<file path="config.mk">
export PLATFORM = sky130hd
export DESIGN_NAME = mc_control_fsm
export DESIGN_NICKNAME = d
export VERILOG_FILES = /design/src/rtl/mc_control_fsm.sv
export SDC_FILE = /design/constraint.sdc
export NUM_CORES = 1
export LEC_CHECK = 0
export BUFFER_PORTS_ARGS = -buffer_cell sky130_fd_sc_hd__buf_2
export CAP_MARGIN = 40
export CORE_AREA = 2 2 39 41
export DETAILED_ROUTE_END_ITERATION = 8
export DIE_AREA = 0 0 41 43
export PLACE_DENSITY_LB_ADDON = 0.08
export SYNTH_ARGS = -nofsm -noshare
export SYNTH_HDL_FRONTEND = slang
export SYNTH_SLANG_ARGS = --single-unit
</file>
<file path="constraint.sdc">
create_clock -name clk -period 3.85 [get_ports clk]
set_input_delay 0.385 -clock clk [delete_from_list [all_inputs] [get_ports clk]]
set_output_delay 0.385 -clock clk [all_outputs]
set_load 0.05 [all_outputs]
</file>
<file path="src/rtl/mc_control_fsm.sv">
// mc_control_fsm
//   Multicycle MIPS main control unit. Walks each instruction through
//   fetch / decode / execute / memory / writeback. It drives the datapath
//   enables and the 2-bit aluop consumed by the ALU control decoder.
//   Outputs are decoded combinationally from the state register. FETCH also
//   uses mem_ready, and DECODE also uses op.
//
// Parameters
//   MEM_WAIT_EN  1: memory states stall until mem_ready; 0: mem_ready ignored
//
// Ports
//   clk, rst_n            clock (rising edge), async active-low reset
//   op[5:0]               IR opcode field
//   mem_ready             memory access completes this cycle
//   pcwrite, branch       PC write strobes (pcen = pcwrite | branch & zero)
//   iord, memwrite        memory address select / write strobe
//   irwrite               instruction register load
//   regdst, memtoreg,
//   regwrite              register file write controls
//   alusrca, alusrcb[1:0] ALU operand selects
//   aluop[1:0]            00 add, 01 sub, 10 funct decode (11 never driven)
//   pcsrc[1:0]            00 ALU result, 01 ALUOut, 10 jump target
//   illegal               pulse in DECODE for an unsupported opcode
//   state[3:0]            current state, for debug
module mc_control_fsm #(
   parameter bit MEM_WAIT_EN = 1'b1
) (
   input  logic       clk,
   input  logic       rst_n,
   input  logic [5:0] op,
   input  logic       mem_ready,
   output logic       pcwrite,
   output logic       branch,
   output logic       iord,
   output logic       memwrite,
   output logic       irwrite,
   output logic       regdst,
   output logic       memtoreg,
   output logic       regwrite,
   output logic       alusrca,
   output logic [1:0] alusrcb,
   output logic [1:0] aluop,
   output logic [1:0] pcsrc,
   output logic       illegal,
   output logic [3:0] state
);

   typedef enum logic [3:0] {
      S_FETCH   = 4'd0,
      S_DECODE  = 4'd1,
      S_MEMADR  = 4'd2,
      S_MEMRD   = 4'd3,
      S_MEMWB   = 4'd4,
      S_MEMWR   = 4'd5,
      S_RTYPEEX = 4'd6,
      S_RTYPEWB = 4'd7,
      S_BEQEX   = 4'd8,
      S_ADDIEX  = 4'd9,
      S_ADDIWB  = 4'd10,
      S_JEX     = 4'd11
   } state_t;

   localparam logic [5:0] OP_LW    = 6'b100011;
   localparam logic [5:0] OP_SW    = 6'b101011;
   localparam logic [5:0] OP_RTYPE = 6'b000000;
   localparam logic [5:0] OP_BEQ   = 6'b000100;
   localparam logic [5:0] OP_ADDI  = 6'b001000;
   localparam logic [5:0] OP_J     = 6'b000010;

   state_t cur;
   logic   rdy;

   // With waiting disabled every access is treated as completing at once.
   assign rdy   = MEM_WAIT_EN ? mem_ready : 1'b1;
   assign state = cur;

   always_ff @(posedge clk or negedge rst_n) begin
      if (!rst_n) begin
         cur <= S_FETCH;
      end else begin
         case (cur)
            S_FETCH:   cur <= rdy ? S_DECODE : S_FETCH;
            S_DECODE: begin
               case (op)
                  OP_LW, OP_SW: cur <= S_MEMADR;
                  OP_RTYPE:     cur <= S_RTYPEEX;
                  OP_BEQ:       cur <= S_BEQEX;
                  OP_ADDI:      cur <= S_ADDIEX;
                  OP_J:         cur <= S_JEX;
                  default:      cur <= S_FETCH;
               endcase
            end
            // op is held by the IR, so it still tells lw from sw here.
            S_MEMADR:  cur <= (op == OP_SW) ? S_MEMWR : S_MEMRD;
            S_MEMRD:   cur <= rdy ? S_MEMWB : S_MEMRD;
            S_MEMWR:   cur <= rdy ? S_FETCH : S_MEMWR;
            S_RTYPEEX: cur <= S_RTYPEWB;
            S_ADDIEX:  cur <= S_ADDIWB;
            default:   cur <= S_FETCH; // WB states, BEQEX, JEX, unused codes
         endcase
      end
   end

   always_comb begin
      pcwrite  = 1'b0;
      branch   = 1'b0;
      iord     = 1'b0;
      memwrite = 1'b0;
      irwrite  = 1'b0;
      regdst   = 1'b0;
      memtoreg = 1'b0;
      regwrite = 1'b0;
      alusrca  = 1'b0;
      alusrcb  = 2'b00;
      aluop    = 2'b00;
      pcsrc    = 2'b00;
      illegal  = 1'b0;
      case (cur)
         S_FETCH: begin
            alusrcb = 2'b01;
            // PC and IR load only on the cycle the fetch completes.
            irwrite = rdy;
            pcwrite = rdy;
         end
         S_DECODE: begin
            alusrcb = 2'b11;
            case (op)
               OP_LW, OP_SW, OP_RTYPE, OP_BEQ, OP_ADDI, OP_J: illegal = 1'b0;
               default:                                       illegal = 1'b1;
            endcase
         end
         S_MEMADR: begin
            alusrca = 1'b1;
            alusrcb = 2'b10;
         end
         S_MEMRD:  iord = 1'b1;
         S_MEMWB: begin
            memtoreg = 1'b1;
            regwrite = 1'b1;
         end
         S_MEMWR: begin
            iord     = 1'b1;
            memwrite = 1'b1;
         end
         S_RTYPEEX: begin
            alusrca = 1'b1;
            aluop   = 2'b10;
         end
         S_RTYPEWB: begin
            regdst   = 1'b1;
            regwrite = 1'b1;
         end
         S_BEQEX: begin
            alusrca = 1'b1;
            aluop   = 2'b01;
            pcsrc   = 2'b01;
            branch  = 1'b1;
         end
         S_ADDIEX: begin
            alusrca = 1'b1;
            alusrcb = 2'b10;
         end
         S_ADDIWB: regwrite = 1'b1;
         S_JEX: begin
            pcsrc   = 2'b10;
            pcwrite = 1'b1;
         end
         default: ;
      endcase
   end

endmodule

</file>
; ---- Word level (Yosys, flattened, before mapping)
; Index checks and enable logic that the tools add are counted.
[word_totals]
reg_bits = 4
input_bits = 9
output_inout_bits = 20
word_cells = 45
[classes]
n_eq_ne = 16
n_mux = 20
reduce_logical = 8
[op_table]
columns = op, n
row1 = $pmux 4 s7, 1
row2 = $pmux 4 s5, 1
row3 = $eq 4x3->1 const B, 4
row4 = $eq 4x4->1 const B, 4
row5 = $eq 6x6->1 const B, 2
row6 = $mux 1, 11
row7 = $mux 3, 3
row8 = $eq 4x2->1 const B, 2
row9 = $pmux 2 s2, 2
row10 = $eq 6x2->1 const B, 1
row11 = $eq 6x3->1 const B, 1
row12 = $eq 6x4->1 const B, 1
row13 = $logic_not 6->1, 1
row14 = $pmux 2 s3, 1
row15 = $reduce_or 2->1, 3
row16 = $reduce_or 6->1, 1
row17 = $eq 4x1->1 const B, 1
row18 = $logic_not 4->1, 1
row19 = $reduce_or 4->1, 1
row20 = $reduce_or 3->1, 1
row21 = $pmux 1 s2, 1

; ---- Logic depth before layout (Yosys ltp)
; Gate-level depths: netlist of run 1.
[logic_depth]
word_depth = 4
depth_mapped = 5

; ---- Least setup slack after synthesis of run 1
; Ideal clock, no wire load.
[synth_path]
kind = register to register
start = register cur[1], in the netlist state[1]
end = register cur[1], in the netlist state[1]
arrival_ns = 2.904
required_time_ns = 3.760
path_slack_ns = 0.855
path_stages_with_launch = 5
synth_period_minus_slack_ns = 2.995
cell_sequence = dfrtp_1 > clkbuf_1 > nor4bb_1 > and4b_1 > o221ai_1
[synth_via]
elab_chain_len = 2
[synth_rtl]
columns = element, line
row1 = from (decl), 70  ; state_t cur;
row2 = from (signal assigned), 82  ; S_FETCH: cur <= rdy ? S_DECODE : S_FETCH;
row3 = from (signal assigned), 94  ; S_MEMADR: cur <= (op == OP_SW) ? S_MEMWR : S_MEMRD;
row4 = from (signal assigned), 95  ; S_MEMRD: cur <= rdy ? S_MEMWB : S_MEMRD;
row5 = $eq 4x4->1 (tied with other cells), 81  ; case (cur)
row6 = $pmux 4 s7 *, 81
; Every way passes the cells marked *; elsewhere a longest branch is shown, timed or not.

; ---- Worst setup path after layout of run 1
[layout_path]
start = input port op[0]
end = output port illegal
[layout_via]
elab_chain_len = 4
[layout_rtl]
columns = element, line
row1 = from (decl), 30  ; input logic [5:0] op,
row2 = $eq 6x6->1 (tied with other cells), 127  ; case (op)
row3 = $reduce_or 6->1 *, 127
row4 = $mux 1 *, 127
row5 = $mux 1 *, 118  ; case (cur)
row6 = to (decl), 44  ; output logic illegal,
; Marks and branches as above.

==> metrics.txt, run 1 <==
CP Class=in -> out; worst slew pin tran=a little under 0.6 ns; I/O pin count=29; hold_ws=between 0.4 and 0.5 ns; Max transition margin=61.4%; Reg clk slew, reported paths=0.04 ns; Hold Crit Class=in -> async; Primary FF master, synth=dfrtp_1; register bit count reported by yosys=4; clk_skew=approximately 0.0048 ns; routed len/inst=12.3 um; average size of a mapped cell=between 7 and 8 um2; max capacitance violation total=0; Clock Tree Buf Depth=2; share of post-route cells with drive strength above 1=38.0%; synthesized cell area=503 um2; startpoint class of the critical path=input port; post-route cell area=between 600 and 700 um2; # resized after CTS=0; RSZ-0062 raised after global routing=false; antenna violations before repair=0; final WL=around 1.3 mm; Detail Placement HPWL=around 950 um; Layout Utilization=around half; sequential share of the synthesized area=between 15 and 20%; area of the multi-input gates=between 300 and 400 um2; Sink Count=4; Die Span Y=between 40 and 50 um; Final Hold Violating Endpoints=0; number of global-route vias before repair=487; antenna viol nets, final=0; LEAKAGE=between 0.3 and 0.4 nW; setup repair bufs after CTS=0; CTS tree=built; Rows=14; fmax=roughly 440 MHz; Post-Layout Cell Count=between 100 and 150; RD Place Congestion=between 0.7 and 0.8; drt first pass iters=4; worst path required time=between 3 and 4 ns; placed cell area=between 600 and 700 um2; Core Region=1380 um2; Setup Viol. Count Final=0; cell count after synthesis=67; Post-synth EDFFs=0; crit end category=output port; DRC viols=0; Final Cycle Share=between 50% and 60%; ys async rst share=100%; FILL cells=around 150; Unique masters post-synth=37; Clk Latency, worst-skew pair=between 0.2 and 0.25 ns; cts bufs inserted=3; die width=approximately 41 um; Synth area leaders=dfrtp_1 20%, nor3_1 6.0%, nand2b_1 5.0%, nor2_1 4.5%, o211ai_1 4.5%; fin crit period=2.25 ns; biggest area consumer among synthesized cells=dfrtp_1; pwr dens=around 770 nW/um2; Area Growth Syn to Fin=32.1%; Sum Neg Setup Slack=0 ns; Reg area=between 100 and 150 um2; worst path arrival time=~1.9 ns; VDD IR max=approximately 0.00034 V; Starting Density=around 36%; Max FO, Critical Path=4; drt first-iter violations=4; remaining global-route overflow=0; Die ar.=1760 um2; first-pass GRT wire length=2.15 mm; vias=~600; max reg flops=4; Post-Syn Nets=76; pin count of the biggest net entering global routing=21; htree depth=1; gr usage total=17.6%; Port Buffer Count=28; status=complete, no violations; ant diodes=0; Final #Nets=just over 100; Slew Limit Fails=0; warnings from Yosys=0; share of the synthesized area in the top cell type=19.9%; Commonest cells post-synth=6 x nor2_1, 6 x nor3_1, 5 x clkbuf_1, 4 x dfrtp_1, 4 x nand2b_1; vias per inst=roughly 5.5; root buffer selected by CTS=clkbuf_4; Cells after DPL=around 100
[kinds of logic (layout without fill, tap and decap cells)]
kind of cell,count (synthesis),in the layout,synth area share [%]
AND/OR/NAND/NOR,37,37,46.0
multiplexers,2,2,4.23
flip-flops,4,4,19.9
AO/OA/AOI/OAI,13,13,17.7
buffers and inverters,8,33,6.96
XOR/XNOR,3,3,5.22
[layer usage]
layer | routed length (um) | global-route usage, % | vias up
met4 | 14 | 6.00 | 0
met5 | 0 | 0 | -
met3 | 73 | 6.28 | 2
met2 | 638 | 24.7 | 21
li1 | - | - | 304
met1 | 603 | 24.4 | 271
[worst max-delay path, stage by stage]
cell    delay (ns)
buf_2         0.12
or4_1         0.52
or3_2         0.43
and4_1        0.20
buf_2         0.21
[final cells by class]
cell class / instances / share of cell area (%)
timing repair buffer: 29 / 22.6
multi-input combinational: 55 / 55.4
tap: 16 / 3.01
inverter: 1 / 0.565
clock buffer: 3 / 3.39
sequential: 4 / 15.1
[cells in the final DEF, fill, tap and decap left out]
cell type	instances
nor2b_1	1
inv_1	1
xnor2_1	1
and3_2	1
mux2_2	1
nand3b_1	1
and4b_1	1
and3_1	1
o211ai_1	3
a21oi_1	1
nor3_1	6
o221ai_1	2
o22ai_1	1
o21ai_0	2
nor3b_1	2
nor4_1	1
clkbuf_4	3
mux2i_1	1
or4_1	2
and4_1	1
nor4b_1	1
a211oi_1	1
o21bai_1	1
or3_1	1
a31oi_1	2
and2_1	1
nor2_1	6
buf_2	28
nor4bb_1	2
or2_2	1
nand2b_1	4
dlygate4sd3_1	1
xor2_1	2
nand2_1	2
and3b_1	1
or3_2	1
dfrtp_1	4
[path summary, 6_finish.rpt]
check,depth (start not counted),endpoint,slack (ns),startpoint
worst max-delay path,5,illegal,1.60,op[0]
worst min-delay path,2,state[3]$_DFF_PN0_,0.48,rst_n
worst max register to register,3,state[0]$_DFF_PN0_,2.14,state[1]$_DFF_PN0_
worst min register to register,1,state[0]$_DFF_PN0_,0.66,state[3]$_DFF_PN0_
max in group asynchronous,2,state[1]$_DFF_PN0_,3.25,rst_n
min in group clk,4,state[3]$_DFF_PN0_,0.55,op[4]
[power by group]
part,internal (W),switching (W),total (W),leakage [nW]
Clock,0.0000350,0.0000190,0.0000540,0.0138
Combinational,0.0000997,0.000255,0.000355,0.251
Sequential,0.0000532,0.0000512,0.000104,0.0536
Total,0.000188,0.000325,0.000513,0.319
[metrics by stage]
step                power, W  worst slack (ns)
floorplan           0.000389             0.855
global placement    0.000460              1.61
detailed placement  0.000460              1.61
CTS                 0.000515              1.60
global route        0.000545              1.54
finish              0.000513              1.60
[repair_timing]
action	in CTS	in global routing
hold buffers	1	0
endpoints found under the setup margin	0	0
endpoints found under the hold margin	4	0
Power figures use the tool's default switching activity.
==> inputs of run 2 (changes only) <==
CORE_AREA = not set   (was 2 2 39 41)
CORE_UTILIZATION = 37   (was not set)
DIE_AREA = not set   (was 0 0 41 43)
clock period = 1.9 ns   (was 3.85 ns; I/O delays follow)
==> metrics.txt, run 2 (synthesis results as in run 1) <==
Crit Reg-Reg Startpoint=state[1]$_DFF_PN0_ (unchanged); Psw=0.000727 W (was 0.000325 W); Sum Neg Setup Slack=0 ns (unchanged); commonest non-fill, non-tap cell in the layout=buf_2 (unchanged); Starting Density=42.4% (was 36.3%); worst path required time=1.71 ns (was 3.46 ns); startpoint class of the critical path=input port (unchanged); routed len/inst=13.0 um (was 12.3 um); max reg flops=4 (unchanged); Worst Setup SP=op[0] (unchanged); antenna viol nets, final=0 (unchanged); FILL cells=115 (was 154); final WL=1.42 mm (was 1.33 mm); LEAKAGE=0.351 nW (was 0.319 nW); Port Buffer Count=28 (unchanged); remaining global-route overflow=0 (unchanged); vias=636 (was 598); Final Cycle Share=between 90% and 100%; status=complete, no violations (unchanged); vias per inst=5.83 (was 5.54); pin count of the biggest net entering global routing=21 (unchanged); fin crit period=~1.9 ns; most frequent cells in the layout=26 x buf_2, 4 x nor2_1, 4 x clkbuf_4, 4 x buf_4 (was 28 x buf_2, 6 x nor2_1, 6 x nor3_1); setup repair bufs after CTS=0 (unchanged); RD Place Congestion=0.738 (was 0.720); drt first pass iters=4 (unchanged); worst path arrival time=1.68 ns (was 1.86 ns); reg2reg path depth=3 (unchanged); total power draw=0.00121 W (was 0.000513 W); Combinational Power Share=71.6% (was 69.2%); CP Class=in -> out (unchanged); Clk Latency, worst-skew pair=0.24 ns (about the same); DRC viols=0 (unchanged); I/O pin count=29 (unchanged); htree depth=1 (unchanged); Setup Viol. Count Final=0 (unchanged); Die Span Y=38.9 um (was 43 um); Final Hold Violating Endpoints=0 (unchanged); max capacitance violation total=0 (unchanged); Layout Utilization=67.1% (was 48.0%); Reg clk slew, reported paths=0.04 ns (about the same); Max FO, Critical Path=4 (unchanged); hold_ws=0.311 ns (was 0.476 ns); Clock Tree Buf Depth=2 (unchanged); Clk pwr share=8.7% (was 10.5%); antenna violations before repair=0 (unchanged); share of post-route cells with drive strength above 1=58.9% (was 38.0%); VDD IR max=0.000779 V (was 0.000342 V); worst slew pin tran=0.305 ns (was 0.580 ns); Core Region=1190 um2 (was 1380 um2); clk_skew=0.00620 ns (was 0.00478 ns); drt first-iter violations=10 (was 4); Rows=12 (was 14); number of global-route vias before repair=552 (was 487); Slew Limit Fails=0 (unchanged); Max transition margin=79.6% (was 61.4%); pwr dens=1520 nW/um2 (was 773 nW/um2); Sink Count=4 (unchanged); root buffer selected by CTS=clkbuf_4 (unchanged); gr usage total=22.9% (was 17.6%); Final #Nets=106 (was 103); ant diodes=0 (unchanged); Area Growth Syn to Fin=58.2% (was 32.1%); crit end category=output port (unchanged); Int Pwr=0.000481 W (was 0.000188 W); fmax=around 540 MHz; die width=38.9 um (was 41 um); first-pass GRT wire length=2.33 mm (was 2.15 mm); cts bufs inserted=3 (unchanged); Die ar.=1510 um2 (was 1760 um2); sw frac=60.2% (was 63.4%); Sequential Power Share=19.7% (was 20.3%); Hold Crit Class=in -> async (unchanged); CTS tree=built (unchanged)
run 2: final cells by class:
cell class | instances | area, um2 | share of cell area, %
Timing Repair Buffer | 32 | 178 | 22.3
Clock buffer | 3 | 22.5 | 2.83
Inverter | 1 | 3.75 | 0.472
Multi-Input combinational cell | 55 | 467 | 58.6
Tap cell | 14 | 17.5 | 2.20
Sequential cell | 4 | 108 | 13.5
run 2: power by group through the flow:
stage	Combinational (W)	Clock, W	Sequential [W]
CTS	0.000849	0.000109	0.000229
finish	0.000865	0.000105	0.000239
global placement	0.000830	0	0.000228
floorplan	0.000657	0	0.000228
detailed placement	0.000838	0	0.000228
global route	0.000919	0.000113	0.000251
run 2: per-layer routing:
metal	GRT usage [%]	routed length (um)
met1	25.3	611
met2	40.8	744
met3	3.47	49
met4	12.9	14
met5	0	0
run 2: final timing paths:
| kind | slack, ns | endpoint |
|---|---|---|
| worst min register to register | 0.64 | state[3]$_DFF_PN0_ |
| worst min-delay path | 0.31 | state[3]$_DFF_PN0_ |
| worst max-delay path | 0.03 | illegal |
| max in group asynchronous | 1.44 | state[1]$_DFF_PN0_ |
| min in group clk | 0.33 | state[3]$_DFF_PN0_ |
| worst max register to register | 0.31 | state[0]$_DFF_PN0_ |
run 2: what timing repair did:
item,in CTS,in global routing
resized for setup,2,5
hold buffers,1,0
endpoints found under the hold margin,4,0
endpoints found under the setup margin,2,4
run 2: stage by stage:
step                cells  worst slack [ns]  area [um2]
floorplan              67           -0.0359         592
global placement      105            0.0526         733
detailed placement    105            0.0393         733
CTS                   109            0.0311         774
global route          109         -0.000809         796
finish                109            0.0334         796
run 2: worst max-delay path, stage by stage:
cell      delay (ns)
buf_2           0.11
or4_1           0.53
or3_2           0.43
and4_1          0.20
clkbuf_4        0.20
